--- config.mk ---
export PLATFORM = sky130hd
export DESIGN_NAME = call_return_ctrl
export DESIGN_NICKNAME = d
export VERILOG_FILES = /design/src/rtl/pic_cpu_pkg.sv /design/src/rtl/stack_depth_mon.sv /design/src/rtl/call_return_ctrl.sv
export SDC_FILE = /design/constraint.sdc
export NUM_CORES = 1
export LEC_CHECK = 0
export CAP_MARGIN = 5
export CORE_MARGIN = 1
export CORE_UTILIZATION = 55
export DETAILED_ROUTE_END_ITERATION = 12
export DONT_BUFFER_PORTS = 1
export HOLD_SLACK_MARGIN = 0.1
export PLACE_DENSITY_LB_ADDON = 0.25
export SYNTH_ARGS = -nofsm -noshare
export SYNTH_HDL_FRONTEND = slang
export SYNTH_SLANG_ARGS = --single-unit
--- constraint.sdc ---
create_clock -name clk -period 3.19 [get_ports clk]
set_input_delay 0.638 -clock clk [delete_from_list [all_inputs] [get_ports clk]]
set_output_delay 0.638 -clock clk [all_outputs]
set_load 0.1 [all_outputs]
--- src/rtl/pic_cpu_pkg.sv ---
// Shared constants for the PIC-style CPU slice: opcode match patterns, the
// call/return controller state type and the hardware stack depth.
package pic_cpu_pkg;

  localparam int unsigned STK_DEPTH = 16;
  localparam int unsigned DEPTH_W   = 5;
  localparam int unsigned OP_W      = 14;

  // Opcode mask/match pairs; RETURN and RETFIE are exact encodings.
  localparam logic [OP_W-1:0] OP_CALL_MASK  = 14'h3800;
  localparam logic [OP_W-1:0] OP_CALL       = 14'h2000;
  localparam logic [OP_W-1:0] OP_RETURN     = 14'h0008;
  localparam logic [OP_W-1:0] OP_RETLW_MASK = 14'h3F00;
  localparam logic [OP_W-1:0] OP_RETLW      = 14'h3400;
  localparam logic [OP_W-1:0] OP_RETFIE     = 14'h0009;

  typedef enum logic {
    IDLE  = 1'b0,
    FLUSH = 1'b1
  } crc_state_t;

  function automatic logic is_call(input logic [OP_W-1:0] op);
    return (op & OP_CALL_MASK) == OP_CALL;
  endfunction

  function automatic logic is_retlw(input logic [OP_W-1:0] op);
    return (op & OP_RETLW_MASK) == OP_RETLW;
  endfunction

endpackage

--- src/rtl/stack_depth_mon.sv ---
// Return-stack depth tracker with sticky overflow/underflow flags.
// Ports:
//   clk, reset            clock, synchronous active-high reset
//   push, pop             stack operations decided this cycle (pre-register)
//   stk_flag_clr          software clear of both flags; a same-cycle event wins
//   depth                 live entries 0..DEPTH (registered, aligned with strobes)
//   stkovf, stkunf        sticky error flags
//   stk_reset_req         1-cycle pulse on any ovf/unf event when
//                         STACK_RESET_ON_ERR_EN is defined, otherwise 0
module stack_depth_mon
  import pic_cpu_pkg::*;
#(
  parameter int unsigned DEPTH = STK_DEPTH
) (
  input  logic               clk,
  input  logic               reset,
  input  logic               push,
  input  logic               pop,
  input  logic               stk_flag_clr,
  output logic [DEPTH_W-1:0] depth,
  output logic               stkovf,
  output logic               stkunf,
  output logic               stk_reset_req
);

  logic ovf_evt_c;
  logic unf_evt_c;

  // The stack itself wraps; here we only hold depth and record the error.
  assign ovf_evt_c = push && (depth == DEPTH_W'(DEPTH));
  assign unf_evt_c = pop  && (depth == '0);

  // Depth counter and sticky flags; set has priority over clear.
  always_ff @(posedge clk) begin
    if (reset) begin
      depth  <= '0;
      stkovf <= 1'b0;
      stkunf <= 1'b0;
    end else begin
      if (push && !ovf_evt_c) begin
        depth <= depth + DEPTH_W'(1);
      end else if (pop && !unf_evt_c) begin
        depth <= depth - DEPTH_W'(1);
      end
      stkovf <= ovf_evt_c | (stkovf & ~stk_flag_clr);
      stkunf <= unf_evt_c | (stkunf & ~stk_flag_clr);
    end
  end

`ifdef STACK_RESET_ON_ERR_EN
  // Device-reset request pulse, aligned with the offending strobe.
  always_ff @(posedge clk) begin
    if (reset) begin
      stk_reset_req <= 1'b0;
    end else begin
      stk_reset_req <= ovf_evt_c | unf_evt_c;
    end
  end
`else
  assign stk_reset_req = 1'b0;
`endif

endmodule

--- src/rtl/call_return_ctrl.sv ---
// Execute-stage call/return controller driving the hardware return stack.
// Decodes CALL, RETURN, RETLW, RETFIE and interrupt entry (irq wins over the
// instruction), producing registered push/pop/stack_in strobes, a PC redirect
// and a one-cycle flush after every redirect.
// Ports:
//   clk, reset          clock, synchronous active-high reset
//   instr, instr_valid  instruction in execute and its valid qualifier
//   pc_cur              address of instr
//   irq                 gated interrupt request
//   stack_out           current top of stack (sampled pre-pop)
//   stk_flag_clr        clears stkovf/stkunf
//   push, pop, stack_in stack strobes and push data
//   pc_load, pc_next    PC redirect
//   flush               squash the fetched instruction
//   gie_set, gie_clr    GIE control for RETFIE / interrupt entry
//   depth, stkovf, stkunf, stk_reset_req   from stack_depth_mon
// Config: STACK_RESET_ON_ERR_EN enables stk_reset_req pulses.
module call_return_ctrl
  import pic_cpu_pkg::*;
#(
  parameter int unsigned     PC_W       = 11,
  parameter int unsigned     DEPTH      = STK_DEPTH,
  parameter int unsigned     INSTR_W    = 14,
  parameter logic [PC_W-1:0] INT_VECTOR = PC_W'(4)
) (
  input  logic               clk,
  input  logic               reset,
  input  logic [INSTR_W-1:0] instr,
  input  logic               instr_valid,
  input  logic [PC_W-1:0]    pc_cur,
  input  logic               irq,
  input  logic [PC_W-1:0]    stack_out,
  input  logic               stk_flag_clr,
  output logic               push,
  output logic               pop,
  output logic [PC_W-1:0]    stack_in,
  output logic               pc_load,
  output logic [PC_W-1:0]    pc_next,
  output logic               flush,
  output logic               gie_set,
  output logic               gie_clr,
  output logic [4:0]         depth,
  output logic               stkovf,
  output logic               stkunf,
  output logic               stk_reset_req
);

  crc_state_t      state_q, state_d;
  logic [OP_W-1:0] op;
  logic            push_d, pop_d, pc_load_d, flush_d, gie_set_d, gie_clr_d;
  logic [PC_W-1:0] stack_in_d, pc_next_d;

  assign op = OP_W'(instr);

  // State and registered outputs.
  always_ff @(posedge clk) begin
    if (reset) begin
      state_q  <= IDLE;
      push     <= 1'b0;
      pop      <= 1'b0;
      stack_in <= '0;
      pc_load  <= 1'b0;
      pc_next  <= '0;
      flush    <= 1'b0;
      gie_set  <= 1'b0;
      gie_clr  <= 1'b0;
    end else begin
      state_q  <= state_d;
      push     <= push_d;
      pop      <= pop_d;
      stack_in <= stack_in_d;
      pc_load  <= pc_load_d;
      pc_next  <= pc_next_d;
      flush    <= flush_d;
      gie_set  <= gie_set_d;
      gie_clr  <= gie_clr_d;
    end
  end

  // Next-state and next-output decode.
  always_comb begin
    state_d    = state_q;
    push_d     = 1'b0;
    pop_d      = 1'b0;
    stack_in_d = '0;
    pc_load_d  = 1'b0;
    pc_next_d  = '0;
    flush_d    = 1'b0;
    gie_set_d  = 1'b0;
    gie_clr_d  = 1'b0;
    case (state_q)
      IDLE: begin
        if (instr_valid) begin
          if (irq) begin
            // Interrupted instruction is re-executed on return.
            push_d     = 1'b1;
            stack_in_d = pc_cur;
            pc_next_d  = INT_VECTOR;
            gie_clr_d  = 1'b1;
          end else if (is_call(op)) begin
            push_d     = 1'b1;
            stack_in_d = pc_cur + PC_W'(1);
            pc_next_d  = PC_W'(op[10:0]);
          end else if (op == OP_RETURN || is_retlw(op)) begin
            pop_d      = 1'b1;
            pc_next_d  = stack_out;
          end else if (op == OP_RETFIE) begin
            pop_d      = 1'b1;
            pc_next_d  = stack_out;
            gie_set_d  = 1'b1;
          end
        end
        if (push_d || pop_d) begin
          pc_load_d = 1'b1;
          state_d   = FLUSH;
        end
      end
      FLUSH: begin
        // Inputs ignored here; a held irq is taken on return to IDLE.
        flush_d = 1'b1;
        state_d = IDLE;
      end
      default: state_d = IDLE;
    endcase
  end

  stack_depth_mon #(
    .DEPTH(DEPTH)
  ) u_depth_mon (
    .clk           (clk),
    .reset         (reset),
    .push          (push_d),
    .pop           (pop_d),
    .stk_flag_clr  (stk_flag_clr),
    .depth         (depth),
    .stkovf        (stkovf),
    .stkunf        (stkunf),
    .stk_reset_req (stk_reset_req)
  );

endmodule

==> flow_summary.yaml <==
setup_path:
  crit_chain: "or4_4 -> o221ai_4 -> ha_1 -> a21o_1 -> a21oi_1 -> nor2_1 -> a221oi_1 -> o221ai_1"
  r2r-start: "u_depth_mon.depth[2]"
  worst_ep_required_time_ns: 3.41
  critical_path_arrival_ns: 2.84
  path_max_fanout: 10
  endpoint_kind: "register"
  reg2reg_slack_ns: 0.57
  crit_buf_inv: 0
  critPathLaunchType: "register"
  worst_path_largest_cell_delay_ns: 0.54
  critPathKind: "reg -> reg"
  crit_start: "u_depth_mon.depth[2]"
  crit_path_top_delay_cell: "or4_4"
  cpLargestDelayFamily: "compound AO/OA/AOI/OAI gates"
cells_and_area:
  drive_above_1_share_pct: 14.4
  layout.nets: 219
  syn2layout_area_growth_pct: 6.21
  antennaDiodeCount: 0
cts:
  clk_pin_slew_ns: 0.11
  cts-root-buf: "clkbuf_4"
  htreeDepth: 2
  cts_buffer_depth: 2
  cts_sinks: 35
  clk_latency_ns: 0.34
  cts_tree: "built"
  cts_buffers: 5
  postCtsResizedCells: 0
  holdBufCountCts: 0
  post_cts_buffers: 0
sta:
  tightestPinTransition_ns: 0.973
  rsz0062_at_grt: "no"
  slew-limit-headroom_pct: 35.0
  fmax_ghz: 0.382
  skew_ns: 0.00985
  hold_violations: 0
  fin_crit_ns: 2.62
  min_period_over_period_pct: 82.1
  timing.hold.ws_ns: 0.352
  setup_viol: 0
  slew_violations: 0
  timing.setup.tns_ns: 0
  worst_slack_ns: 0.572
pwr:
  power.switching_uw: 360
  powerDensity_nw_per_um2: 575
  power.leakage_nw: 0.622
  seqPwrFrac_pct: 53.2
  pwr-share-clk_pct: 23.8
  finalPower_uw: 973
  swShare_pct: 37.1
  p_int_uw: 612
  pwr-share-comb_pct: 23.0
  ir_drop_uv: 467
drt:
  drtAntennaViolNets: 0
  routed_wl_um: 3260
  drc_errors: 0
  drt_iter0_markers: 28
  first_pass_iters: 4
  via_per_inst: 5.81
  num_vias: 1192
  avgRoutedWirePerCell_um: 15.9
synth:
  synthCells: 166
  ys_seq_elements: 35
  synth.net_count: 212
  synth.avg_cell_area_um2: 9.60
  synth-warning-count: 0
  ys.flop_type: "dfxtp_1"
  yosysUniqueCellTypes: 49
  synth_edf_count: 0
  yosysSeqAreaShare_pct: 44.0
  ys_async_sr_fraction_pct: 0
  synth_area_um2: 1590
grt:
  grt_max_degree: 15
  first_global_vias: 1269
  antenna_found_initial: 0
  overflow: 0
  grt_pass1_wl_um: 5510
  track_usage_pct: 23.2
placement:
  gp_congestion: 0.757
  place_ws_ns: 0.543
  io_buffers: 0
  hpwlAfterDp_um: 2500
outcome:
  status: "complete, no violations"
die:
  core-area_um2: 2760
  initial_core_util_pct: 57.8
  design.die.area_um2: 3120
  rows: 19
  die_h_um: 55.8
  pin_count: 77
  die_w_um: 55.8
worst_hold_path:
  hold_start: "reset"
  hold_path_class: "in -> reg"
flow_run:
  drv_cap: 0
[per-stage QoR]
step	util, %	cells	area (um^2)
after global routing	61.3	205	1690
after global placement	59.4	197	1640
after floorplan	-	166	1590
after CTS	61.3	205	1690
after detailed placement	59.4	197	1640
final	61.3	205	1690
[power groups by stage]
stage | clock [mW] | combinational, mW | sequential (mW)
detailed placement | 0 | 0.224 | 0.527
global placement | 0 | 0.219 | 0.527
global route | 0.258 | 0.245 | 0.519
CTS | 0.236 | 0.225 | 0.517
finish | 0.232 | 0.224 | 0.517
floorplan | 0 | 0.120 | 0.600
[synthesized netlist by cell type (2+ instances only)]
master	instances	area share (%)
nor2_1	31	7.3
or2b_1	2	0.94
nand4_1	2	0.79
a22oi_1	10	4.7
a21oi_1	5	1.6
nor3_1	2	0.63
or3_1	3	1.2
a32o_1	2	1.3
xor2_1	7	3.8
ha_1	4	3.1
a221oi_1	2	1.1
xnor2_1	4	2.2
nor4_1	4	1.6
and3_1	3	1.2
nand2_1	10	2.4
nand2b_1	2	0.79
buf_6	2	1.4
mux2i_1	2	1.3
o21ai_0	2	0.63
nor2b_1	2	0.79
inv_1	2	0.47
clkbuf_1	2	0.47
dfxtp_1	35	44
[state kept, by name, indices dropped and copies added (netlist names)]
signal and flops:
push 1, pc_next 11, pc_load 1, u_depth_mon.stkunf 1
gie_clr 1, gie_set 1, stack_in 11, u_depth_mon.depth 5
flush 1, u_depth_mon.stkovf 1, pop 1
[worst paths after layout]
path / end / cells after the start
min reg2reg: u_depth_mon.stkunf / 2
min: u_depth_mon.depth[0] / 1
max reg2reg: u_depth_mon.depth[4] / 8
max: u_depth_mon.depth[4] / 8
[routing by layer]
metal	global-route usage, %	wire, um	share of wire (%)
met4	14.3	81	2.5
met3	10.7	325	10
met5	0	0	0
met1	26.0	1330	41
met2	36.0	1520	47
[layout by cell type (no fill, tap or decap), types with 3 or more instances in the layout]
| cell | count |
|---|---|
| a22oi_1 | 10 |
| xnor2_1 | 4 |
| nand2_1 | 10 |
| nor2_1 | 31 |
| ha_1 | 4 |
| and3_1 | 3 |
| clkbuf_4 | 5 |
| dfxtp_1 | 35 |
| a21oi_1 | 5 |
| nor4_1 | 4 |
| xor2_1 | 7 |
| or3_1 | 3 |
| buf_4 | 7 |
[logic make-up (layout without fill, tap and decap cells)]
family | Yosys count | in the layout | synth area share, %
compound gates | 29 | 29 | 15.4
xor+xnor | 11 | 11 | 6.05
fa+ha+maj | 5 | 5 | 4.40
buf+inv | 9 | 17 | 3.38
flops | 35 | 35 | 44.0
mux | 2 | 2 | 1.26
other cells | 1 | 1 | 0.235
simple gates | 74 | 74 | 25.3
[layout make-up]
cell class | instances | area (um^2)
Clock inverter | 2 | 12.5
Tap cell | 31 | 38.8
Fill cell | 238 | 1070
Sequential cell | 35 | 701
Multi-Input combinational cell | 122 | 838
Clock buffer | 6 | 41.3
Timing Repair Buffer | 7 | 52.6
Inverter | 2 | 7.51
No activity file was read; power rests on OpenSTA's default activity.
